[src/rtl/unsign_sum_diff_decoder.sv]
// Recovers operands A and B from a sum/difference pair (A = (S+D)/2, B = (S-D)/2).
// Flags pairs that do not decode to legal N-bit operands and keeps a saturating count of them.
module unsign_sum_diff_decoder #(
    parameter int INPUT_BIT_WIDTH = 8,
    parameter int ERR_COUNT_WIDTH = 8
) (
    input  logic                         Clk,
    input  logic                         Reset,
    input  logic                         InValid,
    output logic                         InReady,
    input  logic [INPUT_BIT_WIDTH:0]     SumIn,
    input  logic [INPUT_BIT_WIDTH:0]     DiffIn,
    output logic                         OutValid,
    input  logic                         OutReady,
    output logic [INPUT_BIT_WIDTH-1:0]   ResultA,
    output logic [INPUT_BIT_WIDTH-1:0]   ResultB,
    output logic                         ResultErr,
    output logic [ERR_COUNT_WIDTH-1:0]   ErrCount
);
    localparam int N = INPUT_BIT_WIDTH;

    // state | meaning
    // IDLE  | ready for a pair; captures S/D when InValid
    // CALC  | phase 0 computes tA/tB, phase 1 registers results and error flag
    // DONE  | result presented; leaves on OutReady
    typedef enum logic [1:0] {S_IDLE, S_CALC, S_DONE} state_t;

    state_t                     state_q, state_d;
    logic                       phase_q, phase_d;
    logic [N:0]                 sum_q, sum_d;
    logic [N:0]                 diff_q, diff_d;
    logic [N+2:0]               ta_q, ta_d;
    logic [N+2:0]               tb_q, tb_d;
    logic [N-1:0]               res_a_q, res_a_d;
    logic [N-1:0]               res_b_q, res_b_d;
    logic                       res_err_q, res_err_d;
    logic [ERR_COUNT_WIDTH-1:0] err_cnt_q, err_cnt_d;
    logic                       calc_err;

    always_ff @(posedge Clk or posedge Reset) begin
        if (Reset) begin
            state_q   <= S_IDLE;
            phase_q   <= 1'b0;
            sum_q     <= '0;
            diff_q    <= '0;
            ta_q      <= '0;
            tb_q      <= '0;
            res_a_q   <= '0;
            res_b_q   <= '0;
            res_err_q <= 1'b0;
            err_cnt_q <= '0;
        end else begin
            state_q   <= state_d;
            phase_q   <= phase_d;
            sum_q     <= sum_d;
            diff_q    <= diff_d;
            ta_q      <= ta_d;
            tb_q      <= tb_d;
            res_a_q   <= res_a_d;
            res_b_q   <= res_b_d;
            res_err_q <= res_err_d;
            err_cnt_q <= err_cnt_d;
        end
    end

    always_comb begin
        state_d = state_q;
        phase_d = phase_q;
        case (state_q)
            S_IDLE: begin
                if (InValid) begin
                    state_d = S_CALC;
                    phase_d = 1'b0;
                end
            end
            S_CALC: begin
                if (!phase_q) begin
                    phase_d = 1'b1;
                end else begin
                    state_d = S_DONE;
                    phase_d = 1'b0;
                end
            end
            S_DONE: begin
                if (OutReady) state_d = S_IDLE;
            end
            default: state_d = S_IDLE;
        endcase
    end

    // Odd tA means S and D disagree in parity; nonzero top bits mean an operand is negative or too wide.
    always_comb begin
        sum_d     = sum_q;
        diff_d    = diff_q;
        ta_d      = ta_q;
        tb_d      = tb_q;
        res_a_d   = res_a_q;
        res_b_d   = res_b_q;
        res_err_d = res_err_q;
        err_cnt_d = err_cnt_q;
        calc_err  = ta_q[0] | (|ta_q[N+2:N+1]) | (|tb_q[N+2:N+1]);
        if (state_q == S_IDLE && InValid) begin
            sum_d  = SumIn;
            diff_d = DiffIn;
        end
        if (state_q == S_CALC && !phase_q) begin
            ta_d = {2'b00, sum_q} + {{2{diff_q[N]}}, diff_q};
            tb_d = {2'b00, sum_q} - {{2{diff_q[N]}}, diff_q};
        end
        if (state_q == S_CALC && phase_q) begin
            res_err_d = calc_err;
            res_a_d   = calc_err ? '0 : ta_q[N:1];
            res_b_d   = calc_err ? '0 : tb_q[N:1];
            if (calc_err && err_cnt_q != {ERR_COUNT_WIDTH{1'b1}})
                err_cnt_d = err_cnt_q + ERR_COUNT_WIDTH'(1);
        end
    end

    always_comb begin
        InReady  = (state_q == S_IDLE);
        OutValid = (state_q == S_DONE);
    end

    assign ResultA   = res_a_q;
    assign ResultB   = res_b_q;
    assign ResultErr = res_err_q;
    assign ErrCount  = err_cnt_q;

endmodule

[config.mk]
export PLATFORM = sky130hd
export DESIGN_NAME = unsign_sum_diff_decoder
export DESIGN_NICKNAME = d
export VERILOG_FILES = /design/src/rtl/unsign_sum_diff_decoder.sv
export SDC_FILE = /design/constraint.sdc
export NUM_CORES = 1
export LEC_CHECK = 0
export BUFFER_PORTS_ARGS = -buffer_cell sky130_fd_sc_hd__buf_4
export CAP_MARGIN = 20
export CORE_UTILIZATION = 62
export CTS_CLUSTER_DIAMETER = 100
export DETAILED_ROUTE_END_ITERATION = 7
export GPL_TIMING_DRIVEN = 0
export PLACE_DENSITY = 0.95
export REMOVE_ABC_BUFFERS = 1
export SLEW_MARGIN = 20
export SYNTH_ARGS = -nofsm -noshare
export SYNTH_HDL_FRONTEND = slang
export SYNTH_SLANG_ARGS = --single-unit
[constraint.sdc]
create_clock -name Clk -period 3.81 [get_ports Clk]
set_clock_uncertainty 0.2 [all_clocks]
set_input_delay 0.1905 -clock Clk [delete_from_list [all_inputs] [get_ports Clk]]
set_output_delay 0.1905 -clock Clk [all_outputs]
set_load 0.02 [all_outputs]
==> run_results.csv <==
group,metric,value,unit
outcome,status,"finished, final reports clean",
synth,synth_xor_area_share,4.18,%
power,power.density,963,nW/um2
setup_path,worstSetupPathType,"register to register",
timing,grt_setup_unrepaired,"no",
power,p_leak,2.06,nW
setup_path,cpPeakStageDelay,590,ps
synth,synth_cell_type_count,56,
synth,yosys-mux-area-fraction,3.51,%
clock_network,cts_root_buf,"clkbuf_8",
setup_path,path_delay_family,"compound AO/OA/AOI/OAI gates",
clock_network,clock_sink_count,67,
synth,synth_largest_area_cell,"dfrtp_1",
cells_and_area,syn2layout_area_growth,23.2,%
global_routing,grt_overflow_total,0,
setup_path,required,3850,ps
global_routing,use_met3,4.71,%
setup_path,startpoint,"diff_q[8]",
global_routing,grt_pass1_vias,2813,
setup_path,critPathSlowestCell,"o311ai_0",
clock_network,htreeDepth,3,
global_routing,gr-usage-all-layers,29.8,%
die,die_y,77.8,um
global_routing,antenna_found_initial,0,
hold_path,hold_class,"input pin to asynchronous set/reset pin",
setup_path,startpoint_type,"register",
clock_network,cts_tree,"yes",
placed_design,dp_slack,1540,ps
synth,async_flop_share,100,%
synth,synth_compound_gate_area_share,15.0,%
cells_and_area,final_area,4390,um2
route,wirelength,7870,um
synth,synthSimpleGateAreaFrac,16.8,%
die,start_util,64.7,%
route,postRouteAntennaNets,0,
global_routing,met2_usage,49.0,%
timing,tightestPinTransition,1000,ps
synth,avgSynthCellArea,9.76,um2
timing,setup_viol,0,
synth,synth_ff_type,"dfrtp_1",
global_routing,grt_max_degree,48,
synth,synthCells,365,
cells_and_area,final_util,79.7,%
synth,ys_seq_area_share,47.1,%
placed_design,place_area,3950,um2
route,vias,2767,
setup_path,path_buf_inv,1,
clock_network,cts_buffer_depth,2,
setup_path,r2r-start,"diff_q[8]",
route,first_pass_iters,4,
clock_network,numCtsBuffers,9,
global_routing,grt_pass1_wl,13700,um
clock_network,post-cts-setup-buffers,0,
synth,synthAdderAreaFrac,8.50,%
synth,syn_area,3560,um2
route,viasPerCell,5.47,
global_routing,grt_use_met1,39.0,%
placed_design,io_buffer_count,48,
synth,ys_top_cells_by_area,"dfrtp_1 47%, nand2_1 8.2%, ha_1 7.4%, o21ai_0 4.9%, xnor2_1 3.9%",
synth,synth_edf_count,0,
route,drc,0,
cells_and_area,nets,474,
placed_design,dp_hpwl,5300,um
setup_path,path_cells,"inv_1 -> ha_1 -> o311ai_0 -> nor3_1 -> mux2i_1 -> nand2_1",
global_routing,busiest_layer,"met2",
die,die_area,6050,um2
power,ir_drop,550,uV
die,num_rows,27,
timing,drv_slew,0,
synth,synth_top_family_by_area,"simple AND/OR/NAND/NOR gates",
synth,yosysWarnings,0,
cells_and_area,drive_above_1_share,20.3,%
timing,min_period,2340,ps
timing,setup_tns,0,ps
synth,synthDominantCellAreaShare,47.1,%
die,io_pins,49,
setup_path,critical_path.endpoint_type,"register",
timing,maxSlewHeadroom,33.2,%
timing,hold_viol,0,
cells_and_area,fill_cells,362,
placed_design,gp_congestion,0.854,
setup_path,crit_fanout,14,
die,die_x,77.8,um
setup_path,cp.arrival,2380,ps
clock_network,insertion_delay,360,ps
clock_network,clk_pin_slew_worst_paths,70,ps
clock_network,cts_resized,0,
die,coreArea,5510,um2
route,drt_iter0_drc,170,
clock_network,hold_buffers,21,
timing,fmax,428,MHz
cells_and_area,antenna_cells,0,
timing,worst_slack,1470,ps
job,maxCapViolCount,0,
route,drt-wirelength-per-cell,15.5,um
synth,ys_ff_latch,67,
timing,fin_crit_sh,61.4,%
## sequential cells by signal, indices dropped and copies added (netlist names)
register   count
ta_q          11
tb_q          10
diff_q         9
sum_q          9
ErrCount       8
ResultA        8
ResultB        8
state_q        2
ResultErr      1
phase_q        1
## stage by stage
| stage | instances | hold slack [ps] | total power [mW] |
|---|---|---|---|
| floorplan | 348 | 98.1 | 2.88 |
| global placement | 468 | 181 | 3.40 |
| detailed placement | 469 | -40.0 | 3.51 |
| CTS | 506 | 135 | 4.23 |
| global route | 506 | 181 | 4.55 |
| finish | 506 | 141 | 4.23 |
## final timing paths
check	to	slack (ps)	cells past startpoint
max reg2reg	tb_q[9]	1470	6
min reg2reg	tb_q[1]	280	2
min in group Clk	tb_q[1]	280	2
min	diff_q[0]	140	3
max	tb_q[9]	1470	6
max in group asynchronous	tb_q[8]	2740	4
## per-layer routing
| metal | part of all wire, % | up-vias | wire length, um |
|---|---|---|---|
| met4 | 1.7 | 0 | 136 |
| met2 | 50 | 61 | 3910 |
| met1 | 45 | 1331 | 3530 |
| met5 | 0 | - | 0 |
| li1 | - | 1362 | - |
| met3 | 3.7 | 13 | 290 |
## cell usage after synthesis, types with 2 or more instances
cell type and count:
and3_1 2, inv_1 22, nor2b_1 3, fa_1 2
nor2_1 10, clkbuf_1 6, o311ai_1 3, mux2_2 8
o21ai_0 35, and2_1 3, nand2_1 78, buf_4 2
xnor2_1 16, nor3_1 6, dfrtp_1 67, ha_1 21
a21oi_1 8, nand4_1 2, nand3_1 8, a211oi_1 2
a31oi_1 2, o21ai_1 10, o21a_1 2, mux2i_1 2
nand2b_1 3, a21o_1 3, buf_2 7, nand4b_1 3
o21bai_1 2
## where the power goes
part	total, mW	switching (mW)	internal, mW
Combinational	2.27	1.33	0.938
Sequential	1.28	0.245	1.03
Clock	0.678	0.292	0.386
Total	4.23	1.87	2.36
## tightest hold or removal path: cells and delay by family
family   cells  cell delay [ps]
buf+inv      3              890
## kinds of logic (layout without fill, tap and decap cells)
kind of cell | count (synthesis) | count (layout)
AO/OA/AOI/OAI | 81 | 81
XOR/XNOR | 17 | 17
adder cells (fa/ha/maj) | 23 | 23
buffers and inverters | 40 | 109
flip-flops | 67 | 67
multiplexers | 11 | 11
AND/OR/NAND/NOR | 126 | 126
## final cells by class
class	count	area, um2	area share [%]
flip-flops and latches	67	1680	38.2
repair buffers	70	591	13.5
clock inverters	6	88.8	2.02
multi-input cells	258	1720	39.1
inverters	23	91.3	2.08
clock buffers	10	138	3.13
well taps	72	90.1	2.05
## placed cells by master (no fill, tap or decap), types with 10 or more instances in the layout
cell	n
o21ai_0	35
buf_4	48
nand2_1	78
dfrtp_1	67
nor2_1	10
dlygate4sd3_1	21
xnor2_1	16
inv_1	21
o21ai_1	10
ha_1	21
clkbuf_8	10
No activity file was read; power rests on OpenSTA's default activity.
